### src/rtl/data_pkg.sv
// Shared constants, derived widths and FSM state type for the lane_capture slice.
package data_pkg;
  localparam int unsigned DW     = 8;
  localparam int unsigned DEPTH  = 32;
  localparam int unsigned LANES  = 8;
  localparam int unsigned ACC_W  = $clog2(LANES * DEPTH * (2**DW - 1) + 1);
  localparam int unsigned PTR_W  = $clog2(DEPTH);
  localparam int unsigned RND    = LANES * DEPTH / 2;
  localparam int unsigned AVG_SH = $clog2(LANES * DEPTH);

  typedef enum logic [1:0] {
    IDLE,
    CAPTURE,
    FINISH,
    DONE
  } state_t;
endpackage

### src/rtl/lane_bank.sv
// One DEPTH x DW sample bank: single write port, registered read port (read-before-write).
module lane_bank #(
  parameter int unsigned DW    = 8,
  parameter int unsigned DEPTH = 32,
  localparam int unsigned AW   = $clog2(DEPTH)
) (
  input  logic          i_clk,
  input  logic          i_rst,
  input  logic          i_wr_en,
  input  logic [AW-1:0] i_wr_addr,
  input  logic [DW-1:0] i_wr_data,
  input  logic          i_rd_en,
  input  logic [AW-1:0] i_rd_addr,
  output logic [DW-1:0] o_rd_data
);
  logic [DW-1:0] r_mem [DEPTH];
  logic [DW-1:0] r_rd_data;

  always_ff @(posedge i_clk) begin
    if (i_wr_en) r_mem[i_wr_addr] <= i_wr_data;
  end

  always_ff @(posedge i_clk) begin
    if (i_rst)        r_rd_data <= '0;
    else if (i_rd_en) r_rd_data <= r_mem[i_rd_addr];
  end

  assign o_rd_data = r_rd_data;
endmodule

### src/rtl/lane_capture.sv
// Captures a DEPTH-beat frame of eight lanes into banks, keeps a running sum and
// reports the rounded frame average. Optional sticky overflow port: OVF_FLAG_EN.
module lane_capture
  import data_pkg::*;
(
  input  logic             clk,
  input  logic             rst,
  input  logic             in_valid,
  input  logic [DW-1:0]    in0,
  input  logic [DW-1:0]    in1,
  input  logic [DW-1:0]    in2,
  input  logic [DW-1:0]    in3,
  input  logic [DW-1:0]    in4,
  input  logic [DW-1:0]    in5,
  input  logic [DW-1:0]    in6,
  input  logic [DW-1:0]    in7,
  input  logic             clear,
  input  logic             rd_en,
  input  logic [2:0]       rd_lane,
  input  logic [PTR_W-1:0] rd_addr,
  output logic [DW-1:0]    rd_data,
  output logic             rd_valid,
  output logic             done,
`ifdef OVF_FLAG_EN
  output logic             overflow,
`endif
  output logic [DW-1:0]    avg
);
  logic [DW-1:0]    w_lane [LANES];
  logic [DW-1:0]    w_bank_rd [LANES];
  logic [ACC_W-1:0] w_beat_sum;
  logic [DW-1:0]    w_avg_calc;
  logic             w_wr;

  state_t           r_state, w_state_nx;
  logic [PTR_W-1:0] r_ptr, w_ptr_nx;
  logic [ACC_W-1:0] r_acc, w_acc_nx;
  logic             r_done, w_done_nx;
  logic             r_pend, w_pend_nx;
  logic [DW-1:0]    r_avg;
  logic [2:0]       r_rd_lane;
  logic             r_rd_valid;

  assign w_lane[0] = in0;
  assign w_lane[1] = in1;
  assign w_lane[2] = in2;
  assign w_lane[3] = in3;
  assign w_lane[4] = in4;
  assign w_lane[5] = in5;
  assign w_lane[6] = in6;
  assign w_lane[7] = in7;

  assign w_wr = in_valid && !clear && (r_state == IDLE || r_state == CAPTURE);

  always_comb begin
    w_beat_sum = '0;
    for (int unsigned k = 0; k < LANES; k++) w_beat_sum = w_beat_sum + ACC_W'(w_lane[k]);
  end

  assign w_avg_calc = DW'(({1'b0, r_acc} + (ACC_W + 1)'(RND)) >> AVG_SH);

  // FINISH arms r_pend; avg/done load one edge later (last beat at k -> visible after k+2).
  // acc is frozen in DONE, so the average is taken from r_acc at that second edge.
  always_comb begin
    w_state_nx = r_state;
    w_ptr_nx   = r_ptr;
    w_acc_nx   = r_acc;
    w_done_nx  = r_done;
    w_pend_nx  = 1'b0;
    if (r_pend) w_done_nx = 1'b1;
    case (r_state)
      IDLE:    if (w_wr) w_state_nx = CAPTURE;
      CAPTURE: if (w_wr && r_ptr == PTR_W'(DEPTH - 1)) w_state_nx = FINISH;
      FINISH: begin
        w_state_nx = DONE;
        w_pend_nx  = 1'b1;
      end
      DONE:    w_state_nx = DONE;
      default: w_state_nx = IDLE;
    endcase
    if (w_wr) begin
      w_ptr_nx = r_ptr + 1'b1;
      w_acc_nx = r_acc + w_beat_sum;
    end
    if (clear) begin
      w_state_nx = IDLE;
      w_ptr_nx   = '0;
      w_acc_nx   = '0;
      w_done_nx  = 1'b0;
      w_pend_nx  = 1'b0;
    end
  end

  always_ff @(posedge clk) begin
    if (rst) begin
      r_state <= IDLE;
      r_ptr   <= '0;
      r_acc   <= '0;
      r_done  <= 1'b0;
      r_pend  <= 1'b0;
      r_avg   <= '0;
    end else begin
      r_state <= w_state_nx;
      r_ptr   <= w_ptr_nx;
      r_acc   <= w_acc_nx;
      r_done  <= w_done_nx;
      r_pend  <= w_pend_nx;
      if (r_pend) r_avg <= w_avg_calc;
    end
  end

  for (genvar g = 0; g < LANES; g++) begin : g_bank
    lane_bank #(
      .DW    (DW),
      .DEPTH (DEPTH)
    ) u_bank (
      .i_clk     (clk),
      .i_rst     (rst),
      .i_wr_en   (w_wr),
      .i_wr_addr (r_ptr),
      .i_wr_data (w_lane[g]),
      .i_rd_en   (rd_en && (rd_lane == 3'(g))),
      .i_rd_addr (rd_addr),
      .o_rd_data (w_bank_rd[g])
    );
  end

  // Only the selected bank reloads, so remembering the last lane gives hold semantics.
  always_ff @(posedge clk) begin
    if (rst) begin
      r_rd_lane  <= '0;
      r_rd_valid <= 1'b0;
    end else begin
      r_rd_valid <= rd_en;
      if (rd_en) r_rd_lane <= rd_lane;
    end
  end

  assign rd_data  = w_bank_rd[r_rd_lane];
  assign rd_valid = r_rd_valid;
  assign done     = r_done;
  assign avg      = r_avg;

`ifdef OVF_FLAG_EN
  logic r_ovf;
  always_ff @(posedge clk) begin
    if (rst) r_ovf <= 1'b0;
    else if (in_valid && (r_state == FINISH || r_state == DONE)) r_ovf <= 1'b1;
  end
  assign overflow = r_ovf;
`endif
endmodule

### config.mk
export PLATFORM = sky130hd
export DESIGN_NAME = lane_capture
export DESIGN_NICKNAME = d
export VERILOG_FILES = /design/src/rtl/data_pkg.sv /design/src/rtl/lane_bank.sv /design/src/rtl/lane_capture.sv
export SDC_FILE = /design/constraint.sdc
export NUM_CORES = 2
export LEC_CHECK = 0
export BUFFER_PORTS_ARGS = -buffer_cell sky130_fd_sc_hd__buf_4
export CAP_MARGIN = 20
export CORE_UTILIZATION = 40
export DETAILED_ROUTE_END_ITERATION = 6
export SLEW_MARGIN = 25
export SYNTH_ARGS = -nofsm -noshare
export SYNTH_HDL_FRONTEND = slang
export SYNTH_SLANG_ARGS = --single-unit
### constraint.sdc
create_clock -name clk -period 4.7 [get_ports clk]
set_clock_uncertainty 0.05 [all_clocks]
set_input_delay 0.235 -clock clk [delete_from_list [all_inputs] [get_ports clk]]
set_output_delay 0.235 -clock clk [all_outputs]
set_load 0.02 [all_outputs]
-- After elaboration in Yosys (flattened, before gate mapping)
Memory sizes are Yosys's and may differ from the RTL's. A register that Yosys moved wholly into a read port is not among the register bits.
Cells that the tools add are included.
- reductions and logical operators: 18
- add/subtract/negate cells: 10
- bitwise logic cells: 1
- order comparisons: 1
- equality and inequality tests: 13
- muxes and demuxes: 9
- operator list (cell ; count):
    8-bit binary-select mux with 3-bit select ; 1
    16-bit by 15-bit adder with 16-bit output ; 1
    16-bit by 8-bit adder with 16-bit output, second input constant ; 1
    8-bit 2-to-1 mux ; 2
    14-bit by 8-bit adder with 15-bit output ; 1
    13-bit by 8-bit adder with 14-bit output ; 1
    12-bit by 8-bit adder with 13-bit output ; 1
    11-bit by 8-bit adder with 12-bit output ; 1
    3-bit == test, second input constant ; 4
    10-bit by 8-bit adder with 11-bit output ; 1
    1-bit logical AND ; 11
    9-bit by 8-bit adder with 10-bit output ; 1
    8-bit by 8-bit adder with 9-bit output ; 1
    3-bit by 2-bit == test with 1-bit output, second input constant ; 2
    2-bit case mux with 3 select lines ; 1
    5-bit by 1-bit adder with 5-bit output, second input constant ; 1
    5-bit == test, second input constant ; 1
    2-bit == test, second input constant ; 2
    4-bit greater-or-equal comparator, second input constant ; 1
    2-bit 2-to-1 mux ; 2
    3-bit NOT with 4-bit output ; 1
    2-bit OR reduction ; 2
    3-bit by 1-bit == test with 1-bit output, second input constant ; 1
    3-bit zero test ; 1
    8 further kinds ; 10
- register bits: 37
- bits in writable memories: 2048
- output and inout port bits: 18
- memories: 8
- memory list (memory ; depth ; bits a word ; read ports ; clocked after memory_dff ; wr ports ; RTL line ; source):
    g_bank[0].u_bank.r_mem ; 32 ; 8 ; 1 ; 1 ; 1 ; lane_bank.sv:16 ; logic [DW-1:0] r_mem [DEPTH];
    g_bank[1].u_bank.r_mem ; 32 ; 8 ; 1 ; 1 ; 1 ; lane_bank.sv:16 ;
    g_bank[2].u_bank.r_mem ; 32 ; 8 ; 1 ; 1 ; 1 ; lane_bank.sv:16 ;
    g_bank[3].u_bank.r_mem ; 32 ; 8 ; 1 ; 1 ; 1 ; lane_bank.sv:16 ;
    g_bank[4].u_bank.r_mem ; 32 ; 8 ; 1 ; 1 ; 1 ; lane_bank.sv:16 ;
    g_bank[5].u_bank.r_mem ; 32 ; 8 ; 1 ; 1 ; 1 ; lane_bank.sv:16 ;
    2 more memories ; -- ; -- ; -- ; -- ; -- ; -- ;

-- Longest topological paths before layout
- word-level depth: 8
- mapped depth: 17
- depth with buffers taken out: 17

-- Hierarchy
A second synthesis with hierarchy kept.
- cell total of the unflattened synthesis: 5215
- area, all modules: 86995.9 sq um
- modules (own cells, without submodules) (module ; area each (sq um) ; cells an instance ; times used ; seq. area each (sq um)):
    lane_bank ; 10382.5 ; 601 ; 8 ; 7847.5
    lane_capture ; 3936.3 ; 407 ; 1 ; 740.7

-- Worst setup path after synthesis
No wires, ideal clock.
- path type: reg-to-reg
- start: register r_state[1]
- end: memory g_bank[0].u_bank.r_mem[12][0] (enable)
- setup slack: 0.253 ns
- period minus slack after synthesis: 4.447 ns
- arrival time: 3.910 ns
- data required time: 4.163 ns
- path buffers: 2
- cell stages (with the launch flop): 7
- library setup time: 0.487 ns
- cells stage by stage: dfxtp_1 inv_1 and3_1 clkbuf_1 clkbuf_1 nand2_1 nor2_1
- word-level cells in the longest chain between the ends: 5
- elaborated cells between the ends (all ways): 6
- classes of those cells: eq/ne (1); mux (2); reduce/logical (3)
- ends and longest elaborated chain (element ; RTL line ; source):
    from (decl) ; lane_capture.sv:35 ; state_t r_state, w_state_nx;
    from (signal assigned) ; lane_capture.sv:103 ; r_state <= w_state_nx;
    2-bit by 1-bit == test with 1-bit output or 2-bit zero test (tied branches) ; lane_capture.sv:53 ; assign w_wr = in_valid && !clear && (r_state == IDLE || r_state == CAPTURE);
    1-bit logical OR (*) ; lane_capture.sv:53 ;
    1-bit logical AND (*) ; lane_capture.sv:53 ;
    1-bit 2-to-1 mux (*) ; lane_bank.sv:20 ; if (i_wr_en) r_mem[i_wr_addr] <= i_wr_data;
    1-bit 2-to-1 mux (implied by the code) (*) ; lane_bank.sv:20 ;
    to (decl) ; lane_bank.sv:16 ;
Mark *: on every way between the ends. The rest lies on a longest branch, timed or not.

-- Final worst setup path
- start: input in1[3]
- end: register r_acc[15]
- word-level cells in the longest chain between the ends: 8
- ends and longest elaborated chain (element ; RTL line ; source):
    from (decl) ; lane_capture.sv:10 ; input logic [DW-1:0] in1,
    8-bit by 8-bit adder with 9-bit output ; lane_capture.sv:57 ; for (int unsigned k = 0; k < LANES; k++) w_beat_sum = w_beat_sum + ACC_W'(w_lane[k]);
    9-bit by 8-bit adder with 10-bit output ; lane_capture.sv:57 ;
    10-bit by 8-bit adder with 11-bit output ; lane_capture.sv:57 ;
    11-bit by 8-bit adder with 12-bit output ; lane_capture.sv:57 ;
    12-bit by 8-bit adder with 13-bit output ; lane_capture.sv:57 ;
    13-bit by 8-bit adder with 14-bit output ; lane_capture.sv:57 ;
    14-bit by 8-bit adder with 15-bit output ; lane_capture.sv:57 ;
    16-bit by 15-bit adder with 16-bit output ; lane_capture.sv:83 ; w_acc_nx = r_acc + w_beat_sum;
    to (signal assigned) ; lane_capture.sv:105 ; r_acc <= w_acc_nx;
    to (decl) ; lane_capture.sv:37 ; logic [ACC_W-1:0] r_acc, w_acc_nx;
Every way passes these cells.
A chain may end at the register's enable or synchronous reset.

==> flow_metrics.tcl <==
set metrics [dict create \
    status "finished, final reports clean" \
    clkSlewWorstSetupHoldPaths_ns 0.06 \
    crit_path_top_delay_cell "fa_1" \
    initial_core_util 0.403 \
    slew_headroom 0.305 \
    critPathKind "input port to flop" \
    start_kind "input port" \
    drive_above_1_share 0.249 \
    cts_buffers 202 \
    antenna_found_initial 7 \
    drt_iter0_markers 5182 \
    avgRoutedWirePerCell_um 31.5 \
    dp_cells 6946 \
    setup_viol 0 \
    required_ns 5.36 \
    p_leak_nw 30.9 \
    ys_ff_latch 2149 \
    postRouteAntennaNets 0 \
    grt_pass1_vias 42683 \
    synth_edf_count 2048 \
    grt_pass1_wl_mm 328 \
    end_kind "flop" \
    htree_levels 4 \
    rsz0062_at_grt "false" \
    seq_area_frac_synth 0.752 \
    die_w_um 461 \
    vias 42640 \
    dieHeight_um 461 \
    powerDensity_nw_per_um2 419 \
    critPathMaxFanout 33 \
    hp-start "rd_addr[3]" \
    portBuffers 94 \
    worstReg2RegStart "r_acc[2]" \
    final_cell_mix "edfxtp_1 (2048), mux4_2 (503), buf_4 (236)" \
    instances_no_fill 7395 \
    cp_cell_sequence "dlygate4sd3_1, buf_4, inv_1, fa_1, inv_1, fa_1, fa_1, inv_1, fa_1, inv_1, ha_1, a21oi_1, nand4b_1, a21oi_1, o311ai_0, xor2_1, nor2_1" \
    area_delta_synth_final_pct 14.8 \
    finalCriticalPeriod_ns 4.36 \
    rows 168 \
    final.period_utilization 0.928 \
    syn_area_per_cell_um2 20.8 \
    hold_viol 0 \
    tns_ns 0 \
    worst_slew_pin_slew_ns 1.04 \
    async_flop_share 0 \
    drv_slew 0 \
    grtUsageTotal 0.220 \
    drtPass1Iterations 6 \
    r2r_cells 16 \
    max_cap_violations 0 \
    hold_path.class "input port to flop" \
    worst_ep_arrival_time_ns 5.03 \
    synth_cells 4068 \
    synth_area_um2 84400 \
    yosysUniqueCellTypes 56 \
    r2r-end "r_acc[14]" \
    overflow 0 \
    num_io_pins 95 \
    core_area_um2 210000 \
    post-dp-hpwl_mm 128 \
    dieArea_um2 213000 \
    grt_max_degree 68 \
    cts.path.max_buffers 3 \
    yosysWarnings 0 \
    fmax_ghz 0.229 \
    drc 0 \
    cts_tree "done" \
    ys.flop_type "edfxtp_1" \
    slowest_delay_ns 0.60 \
    cts-root-buf "clkbuf_16" \
    r2r_slack_ns 0.39 \
    syn_nets 4223 \
    place_congestion 0.822 \
    final_common_cell "edfxtp_1" \
    insertion_delay_ns 0.85 \
    min_to "g_bank[2].u_bank.o_rd_data[5]" \
    hold_depth 4 \
    nets 4575 \
    drt-total-wl_mm 233 \
    vdd_drop_max_uv 427 \
    cts.sinks 2149 \
    via_per_inst 5.77 \
]
## synth_stat cells, types with 3 or more instances
library cell / instances / area share
inv_1: 92 / 0.0041
nor2b_1: 70 / 0.0052
nand3_1: 25 / 0.0015
a211oi_1: 96 / 0.0085
xnor2_1: 8 / 0.00083
and2_1: 4 / 0.00030
nand2b_1: 10 / 0.00074
dfxtp_1: 101 / 0.024
a22oi_1: 21 / 0.0019
or3_1: 11 / 0.00081
a21oi_1: 112 / 0.0066
a31oi_1: 8 / 0.00059
clkbuf_1: 80 / 0.0036
o311ai_1: 6 / 0.00062
nand4_1: 6 / 0.00044
fa_1: 55 / 0.013
o2111ai_1: 4 / 0.00041
or2_2: 4 / 0.00030
buf_4: 41 / 0.0036
ha_1: 23 / 0.0034
o22ai_1: 17 / 0.0013
xor2_1: 9 / 0.00093
nand3b_1: 3 / 0.00027
buf_2: 61 / 0.0036
nand2_1: 101 / 0.0045
and3_1: 3 / 0.00022
mux2i_1: 184 / 0.022
edfxtp_1: 2048 / 0.73
nor2_1: 160 / 0.0071
buf_6: 15 / 0.0020
o21ai_0: 22 / 0.0013
buf_1: 17 / 0.00076
nor3_1: 67 / 0.0040
a32oi_1: 5 / 0.00052
o32a_1: 11 / 0.0013
mux4_2: 503 / 0.13
a21o_1: 4 / 0.00036
a221oi_1: 3 / 0.00031
mux2_2: 32 / 0.0043
nor3b_1: 4 / 0.00036
## stage by stage
stage | total power (W) | hold WS [ns] | util | worst slack, ns | area, µm²
floorplan | 0.0240 | 0.284 | - | 0.253 | 84400
finish | 0.0406 | 0.0831 | 0.462 | 0.338 | 96900
global route | 0.0419 | 0.0653 | 0.462 | 0.128 | 96900
detailed placement | 0.0252 | 0.399 | 0.428 | 0.0581 | 89800
CTS | 0.0409 | 0.00302 | 0.462 | 0.394 | 96900
global placement | 0.0251 | 0.382 | 0.428 | 0.148 | 89800
## registers in the layout (all words and copies together) (netlist names)
| name | cells |
|---|---|
| r_state | 2 |
| avg | 8 |
| r_rd_lane | 3 |
| g_bank.u_bank.o_rd_data | 64 |
| r_acc | 16 |
| rd_valid | 1 |
| g_bank.u_bank.r_mem | 2048 |
| r_pend | 1 |
| done | 1 |
| r_ptr | 5 |
## logic make-up (layout without fill, tap and decap cells)
kind of cell	Yosys count	count (layout)	synth area share
and+or+nand+nor	475	475	0.0264
other	0	1	0
muxes	719	719	0.160
xor gates and xnor gates	17	17	0.00176
buffers and inverters	307	828	0.0178
adders and majority gates	78	78	0.0164
DFF	2149	2149	0.752
AOI/OAI and AO/OA	323	323	0.0252
## worst max-delay path: cells and delay by family
family | cells | cell delay (ns)
AO/OA/AOI/OAI | 3 | 0.74
adder cells (fa/ha/maj) | 5 | 2.36
buffers and inverters | 6 | 1.21
XOR/XNOR | 1 | 0.19
AND/OR/NAND/NOR | 2 | 0.25
## power by group
| group | internal (W) | switching, W | leakage (nW) |
|---|---|---|---|
| sequential | 0.0210 | 0.0000643 | 19.2 |
| clock | 0.00875 | 0.00707 | 3.09 |
| combinational | 0.00157 | 0.00216 | 8.57 |
| total | 0.0313 | 0.00930 | 30.9 |
## routing by layer
metal	up-vias	wire length (µm)	GRT usage	part of all wire
met5	-	32	0	0.00014
met4	4	6170	0.0619	0.026
met3	305	16300	0.0343	0.070
met2	1734	113000	0.354	0.48
met1	23217	98000	0.312	0.42
li1	17380	-	-	-
## worst max path at each step
stage,startpoint,to,slack (ns),depth (start not counted)
CTS,r_acc[2],r_acc[14],0.39,16
global placement,in1[3],r_acc[13],0.15,16
detailed placement,in1[3],r_acc[15],0.06,16
finish,in1[3],r_acc[15],0.34,17
global route,in1[3],r_acc[15],0.13,17
floorplan,r_state[1],g_bank[0].u_bank.r_mem[12][0],0.25,6
## repair_timing
item | 4_1_cts | 5_1_grt
gates resized for setup | 0 | 0
hold endpoints to repair | 2088 | 0
hold buffers | 75 | 0
buffers inserted | 0 | 0
## final cells by class
class	count	area, µm²
fillers	17592	113000
clock inverters	103	853
clock buffers	270	5480
inverters	92	345
repair buffers	363	3540
well taps	2805	3510
flip-flops and latches	2149	63500
diodes	1	2.50
multi-input cells	1612	19700
(Power assumes the default switching activity.)
